--- src/rtl/seq_extremum_pkg.sv ---
// Shared types and constants for the sequential extremum finder.
//   state_e  : controller states (idle, scanning operands, publishing result)
//   MODE_MAX : mode_min value that selects a maximum search
//   MODE_MIN : mode_min value that selects a minimum search
package seq_extremum_pkg;

    typedef enum logic [1:0] {
        StIdle   = 2'd0,
        StScan   = 2'd1,
        StFinish = 2'd2
    } state_e;

    localparam logic MODE_MAX = 1'b0;
    localparam logic MODE_MIN = 1'b1;

endpackage

--- src/rtl/seq_extremum_finder_if.sv ---
// Job bus between a controller and the extremum finder.
//   start, mode_min, is_signed, operands : job request (controller -> finder)
//   busy, result, result_idx, done       : job status and answer (finder -> controller)
// master = controller side, slave = finder side.
interface seq_extremum_finder_if #(
    parameter int unsigned WIDTH = 32,
    parameter int unsigned N     = 8
);
    localparam int unsigned IDX_W = $clog2(N);

    logic               start;
    logic               mode_min;
    logic               is_signed;
    logic [N*WIDTH-1:0] operands;
    logic               busy;
    logic [WIDTH-1:0]   result;
    logic [IDX_W-1:0]   result_idx;
    logic               done;

    modport master (
        output start, mode_min, is_signed, operands,
        input  busy, result, result_idx, done
    );

    modport slave (
        input  start, mode_min, is_signed, operands,
        output busy, result, result_idx, done
    );

endinterface

--- src/rtl/extremum_cmp.sv ---
// Combinational "strictly better" test for the extremum scan.
//   a, b      : candidate and current best
//   mode_min  : MODE_MIN -> a better when a < b; MODE_MAX -> a better when a > b
//   is_signed : compare as two's complement when set
//   a_better  : a strictly beats b (equality never wins, so ties keep the earlier index)
module extremum_cmp
    import seq_extremum_pkg::*;
#(
    parameter int unsigned WIDTH = 32
) (
    input  logic [WIDTH-1:0] a,
    input  logic [WIDTH-1:0] b,
    input  logic             mode_min,
    input  logic             is_signed,
    output logic             a_better
);
    logic a_gt_b;
    logic a_lt_b;

    always_comb begin
        if (is_signed) begin
            a_gt_b = $signed(a) > $signed(b);
            a_lt_b = $signed(a) < $signed(b);
        end else begin
            a_gt_b = a > b;
            a_lt_b = a < b;
        end
        a_better = (mode_min == MODE_MIN) ? a_lt_b : a_gt_b;
    end

endmodule

--- src/rtl/seq_extremum_finder.sv ---
// Sequential max/min reduction over N operands, one comparison per cycle.
//   clk, reset : rising-edge clock, synchronous active-high reset
//   bus        : slave side of the job bus (start/mode/operands in, busy/result/done out)
// A job accepted at edge t publishes result/result_idx with done after edge t+N.
module seq_extremum_finder
    import seq_extremum_pkg::*;
#(
    parameter int unsigned WIDTH = 32,
    parameter int unsigned N     = 8
) (
    input  logic                  clk,
    input  logic                  reset,
    seq_extremum_finder_if.slave  bus
);
    localparam int unsigned IDX_W = $clog2(N);

    state_e           state_q, state_d;
    logic [WIDTH-1:0] ops_q [N];
    logic [WIDTH-1:0] ops_d [N];
    logic             mode_min_q, mode_min_d;
    logic             is_signed_q, is_signed_d;
    logic [WIDTH-1:0] best_q, best_d;
    logic [IDX_W-1:0] best_idx_q, best_idx_d;
    logic [IDX_W-1:0] i_q, i_d;
    logic             busy_q, busy_d;
    logic             done_q, done_d;
    logic [WIDTH-1:0] result_q, result_d;
    logic [IDX_W-1:0] result_idx_q, result_idx_d;

    logic [WIDTH-1:0] cur_op;
    logic             cur_better;

    assign cur_op = ops_q[i_q];

    extremum_cmp #(
        .WIDTH (WIDTH)
    ) u_cmp (
        .a         (cur_op),
        .b         (best_q),
        .mode_min  (mode_min_q),
        .is_signed (is_signed_q),
        .a_better  (cur_better)
    );

    always_comb begin
        state_d      = state_q;
        ops_d        = ops_q;
        mode_min_d   = mode_min_q;
        is_signed_d  = is_signed_q;
        best_d       = best_q;
        best_idx_d   = best_idx_q;
        i_d          = i_q;
        busy_d       = busy_q;
        done_d       = done_q;
        result_d     = result_q;
        result_idx_d = result_idx_q;

        unique case (state_q)
            StIdle: begin
                if (bus.start) begin
                    for (int k = 0; k < int'(N); k++) begin
                        ops_d[k] = bus.operands[k*WIDTH +: WIDTH];
                    end
                    mode_min_d  = bus.mode_min;
                    is_signed_d = bus.is_signed;
                    // op[0] seeds the best so the scan starts at index 1
                    best_d      = bus.operands[WIDTH-1:0];
                    best_idx_d  = '0;
                    i_d         = IDX_W'(1);
                    done_d      = 1'b0;
                    busy_d      = 1'b1;
                    state_d     = StScan;
                end
            end
            StScan: begin
                if (cur_better) begin
                    best_d     = cur_op;
                    best_idx_d = i_q;
                end
                if (i_q == IDX_W'(N - 1)) begin
                    state_d = StFinish;
                end else begin
                    i_d = i_q + IDX_W'(1);
                end
            end
            StFinish: begin
                result_d     = best_q;
                result_idx_d = best_idx_q;
                done_d       = 1'b1;
                busy_d       = 1'b0;
                state_d      = StIdle;
            end
            default: state_d = StIdle;
        endcase
    end

    always_ff @(posedge clk) begin
        if (reset) begin
            state_q      <= StIdle;
            for (int k = 0; k < int'(N); k++) begin
                ops_q[k] <= '0;
            end
            mode_min_q   <= 1'b0;
            is_signed_q  <= 1'b0;
            best_q       <= '0;
            best_idx_q   <= '0;
            i_q          <= '0;
            busy_q       <= 1'b0;
            done_q       <= 1'b0;
            result_q     <= '0;
            result_idx_q <= '0;
        end else begin
            state_q      <= state_d;
            ops_q        <= ops_d;
            mode_min_q   <= mode_min_d;
            is_signed_q  <= is_signed_d;
            best_q       <= best_d;
            best_idx_q   <= best_idx_d;
            i_q          <= i_d;
            busy_q       <= busy_d;
            done_q       <= done_d;
            result_q     <= result_d;
            result_idx_q <= result_idx_d;
        end
    end

    assign bus.busy       = busy_q;
    assign bus.done       = done_q;
    assign bus.result     = result_q;
    assign bus.result_idx = result_idx_q;

endmodule

--- src/flat_wrapper.sv ---
// flat-port wrapper written by rule: the top's interface ports become plain ports
module seq_extremum_finder_flat import seq_extremum_pkg::*;
#(
    parameter int unsigned WIDTH = 32,
    parameter int unsigned N     = 8
)
  (clk, reset, bus_start, bus_mode_min, bus_is_signed, bus_operands, bus_busy, bus_result, bus_result_idx, bus_done);
  seq_extremum_finder_if #(.WIDTH(WIDTH), .N(N)) bus_i ();
  input  logic clk;
  input  logic reset;
  input wire logic [$bits(bus_i.start)-1:0] bus_start;
  input wire logic [$bits(bus_i.mode_min)-1:0] bus_mode_min;
  input wire logic [$bits(bus_i.is_signed)-1:0] bus_is_signed;
  input wire logic [$bits(bus_i.operands)-1:0] bus_operands;
  output wire logic [$bits(bus_i.busy)-1:0] bus_busy;
  output wire logic [$bits(bus_i.result)-1:0] bus_result;
  output wire logic [$bits(bus_i.result_idx)-1:0] bus_result_idx;
  output wire logic [$bits(bus_i.done)-1:0] bus_done;
  assign bus_i.start = bus_start;
  assign bus_i.mode_min = bus_mode_min;
  assign bus_i.is_signed = bus_is_signed;
  assign bus_i.operands = bus_operands;
  assign bus_busy = bus_i.busy;
  assign bus_result = bus_i.result;
  assign bus_result_idx = bus_i.result_idx;
  assign bus_done = bus_i.done;
  seq_extremum_finder #(.WIDTH(WIDTH), .N(N)) u_core (.clk(clk), .reset(reset), .bus(bus_i));
endmodule
--- config.mk ---
export PLATFORM = sky130hd
export DESIGN_NAME = seq_extremum_finder_flat
export DESIGN_NICKNAME = d
export VERILOG_FILES = /design/src/rtl/seq_extremum_pkg.sv /design/src/rtl/seq_extremum_finder_if.sv /design/src/rtl/extremum_cmp.sv /design/src/rtl/seq_extremum_finder.sv /design/src/flat_wrapper.sv
export SDC_FILE = /design/constraint.sdc
export NUM_CORES = 1
export LEC_CHECK = 0
export ABC_AREA = 1
export BUFFER_PORTS_ARGS = -buffer_cell sky130_fd_sc_hd__clkbuf_2
export CAP_MARGIN = 25
export CORE_MARGIN = 5
export CORE_UTILIZATION = 60
export DETAILED_ROUTE_END_ITERATION = 10
export GPL_TIMING_DRIVEN = 0
export PLACE_DENSITY_LB_ADDON = 0.25
export SYNTH_ARGS = -nofsm -noshare
export SYNTH_HDL_FRONTEND = slang
export SYNTH_HIERARCHICAL = 1
export SYNTH_SLANG_ARGS = --single-unit
--- constraint.sdc ---
create_clock -name clk -period 4.4 [get_ports clk]
set_clock_uncertainty 0.1 [all_clocks]
set_input_delay 0.44 -clock clk [delete_from_list [all_inputs] [get_ports clk]]
set_output_delay 0.44 -clock clk [all_outputs]
set_load 0.1 [all_outputs]
==> results.py <==
metrics = {
    "status": {
        "status": "finished, final reports clean",
    },
    "die": {
        "die-area_mm2": 0.02962,
        "core_mm2": 0.02598,
        "io_pins": 298,
        "start_util_pct": 60.67,
        "die_width_um": 172.1,
        "die_h_um": 172.1,
        "row_count": 59,
    },
    "critical_path": {
        "slowest_stage": "dfxtp_1",
        "arrival_ps": 4390,
        "cp_slowest_stage_delay_ps": 340,
        "cp_common_cell": "nand2_1",
        "path_class": "reg2reg",
        "required_ps": 4740,
        "crit_path_start_kind": "flip-flop",
        "worstPathMaxFanout": 10,
        "cp_cell_sequence": "buf_4, buf_2, buf_2, nand2_1, nand2_1, nand3_1, and2_1, ha_1, nand2_1, nor2_2, nand3_2, nor3b_2, nand2_1, nand2_1, nand2_1, nand2_1, nand2_1, nand2_1, nand2_1, nand2_4, buf_6, buf_6, o21ai_1, a21oi_1",
        "cp-end-kind": "flip-flop",
    },
    "timing": {
        "slew_headroom_pct": 45.90,
        "setup_viol": 0,
        "hold_slack_ps": 45.73,
        "slew_viol_final": 0,
        "fin_crit_ps": 4047,
        "tightest_slew_ps": 811.5,
        "hold_viol": 0,
        "fin_setup_tns_ps": 0,
        "rsz0062_at_grt": "no",
        "max_freq_ghz": 0.2471,
        "post-route-period-util_pct": 91.97,
    },
    "global_routing": {
        "grtUsageTotal_pct": 35.65,
        "grt_max_degree": 14,
        "grt_pass1_wl_um": 82340,
        "grt-ovfl-total": 0,
        "grt_pass1_vias": 15960,
        "antenna_found_initial": 3,
    },
    "routing": {
        "post_drt_wl_per_cell_um": 18.29,
        "drc": 0,
        "antenna_left": 0,
        "vias": 16630,
        "wl_um": 54420,
        "first_pass_iters": 6,
        "drtIter0Drc": 1620,
        "viasPerCell": 5.590,
    },
    "placed_design": {
        "gp_congestion": 0.9678,
        "numPortBuffers": 297,
        "dp_hpwl_um": 42610,
    },
    "final_layout": {
        "multi_input_area_mm2": 0.007081,
        "finalNetCount": 2907,
        "drive_gt1_share_pct": 19.06,
        "regArea_mm2": 0.006706,
        "area_delta_synth_final_pct": 20.17,
        "layout_commonest_cell": "nand2_1",
        "final_cell_mix": "nand2_1 (359), dfxtp_1 (335), o21ai_0 (304), clkbuf_2 (298), inv_1 (295)",
        "nFillCells": 2225,
    },
    "clocking": {
        "postCtsHoldBufs": 0,
        "cts-root-buf": "clkbuf_16",
        "cts_resized": 0,
        "cts_setup_buffers": 0,
        "cts_tree": "built",
        "cts-buffers-inserted": 37,
        "clk_latency_ps": 520,
        "cts.reportedPaths.clkPinSlew_ps": 60,
        "cts.sinks": 335,
        "clockBufferDepth": 3,
        "h-tree-depth": 2,
    },
    "synth": {
        "yosysTopAreaCellShare_pct": 42.54,
        "synth_cell_type_count": 34,
        "yosys_warnings": 6,
        "synth_seq_cells": 335,
        "syn_inst": 2276,
        "synth.cell_area_mm2": 0.01576,
        "syn_nets": 2571,
        "synth_area_leaders": "dfxtp_1 (43%), o21ai_0 (9.7%), nand2_1 (8.5%), a21oi_1 (8.2%), inv_1 (7.0%)",
        "synth-seq-area-share_pct": 42.54,
        "synth_area_per_cell_um2": 6.926,
        "yosys.area.top_type": "dfxtp_1",
    },
    "pwr": {
        "p_per_area_mw_per_mm2": 442.6,
        "max-vdd-ir-drop_uv": 368.1,
        "leakagePower_nw": 9.126,
        "power_mw": 8.385,
    },
    "hold_path": {
        "min_path_type": "in2reg",
    },
    "run": {
        "cap_violations": 0,
    },
}
-- where the power goes --
group / switching (mW) / internal [mW]
combinational: 1.15 / 0.621
sequential: 0.110 / 3.29
clock: 1.24 / 1.98
-- worst max-delay path, delay by kind of cell (launching register included) --
family	cells	cell delay, ps
fa+ha+maj	1	300
buf+inv	5	1120
simple gates	16	1880
compound gates	2	220
flops	1	340
-- area by class of cell --
| type | instances | area share, % |
|---|---|---|
| multi-input combinational | 1471 | 37.38 |
| sequential | 335 | 35.40 |
| timing repair buffer | 297 | 7.847 |
| inverter | 309 | 6.162 |
| clock buffer | 55 | 5.839 |
| buffer | 161 | 4.273 |
| tap | 335 | 2.213 |
| clock inverter | 11 | 0.8719 |
| antenna | 1 | 0.01321 |
-- cell usage after synthesis, drive strengths merged --
cell type and instances:
nand3 200, inv 308, nor2 224, ha 34, clkbuf 55, buf 106
a31oi 1, a21o 1, nor3 1, dfxtp 335, o21ai 332, clkinv 1
nand2 368, and2 32, a21oi 276, nor3b 1, o21a 1
-- routing by layer --
| layer | part of all wire, % | vias up | track usage, % |
|---|---|---|---|
| met3 | 9.9 | 188 | 6.584 |
| met2 | 46 | 945 | 59.68 |
| met1 | 39 | 7534 | 44.22 |
| met5 | 0.050 | - | 0 |
| li1 | - | 7960 | - |
| met4 | 5.5 | 4 | 17.70 |
-- per-stage QoR --
step                      utilization (%)  cells  cell area [um2]  setup slack [ps]
after global placement              68.00   2908            17670             571.7
after floorplan                         -   2276            15760              1399
after detailed placement            68.00   2908            17670             530.5
final                               72.90   2975            18940             353.4
after global routing                72.89   2974            18940             50.11
after CTS                           72.89   2974            18940             479.8
-- state kept, by name, summed over array words and instances, names as in the netlist --
signal,count
u_core/bus.done,1
u_core/bus.result_idx,3
u_core/best_idx_q,3
u_core/is_signed_q,1
u_core/best_q,32
u_core/state_q,2
u_core/bus.result,32
u_core/bus.busy,1
u_core/mode_min_q,1
u_core/i_q,3
u_core/ops_q,256
-- logic make-up (layout without fill, tap and decap cells) --
family	after synthesis	in the layout	share of synthesized area [%]
AO/OA/AOI/OAI	611	611	19.92
AND/OR/NAND/NOR	826	826	22.30
adder cells (fa/ha/maj)	34	34	2.699
other	0	1	0
flip-flops	335	335	42.54
buffers and inverters	470	833	12.54
-- worst paths after layout --
| check | slack (ps) | start | to | cells after the start |
|---|---|---|---|---|
| setup / recovery | 350 | u_core/i_q[0] | u_core/best_q[3] | 24 |
| hold / removal | 50 | bus_operands[148] | u_core/ops_q[116] | 3 |
| setup reg to reg | 350 | u_core/i_q[0] | u_core/best_q[3] | 24 |
| hold reg to reg | 350 | u_core/ops_q[9] | u_core/ops_q[9] | 2 |
Note: power is estimated with default switching activity, not from simulation.
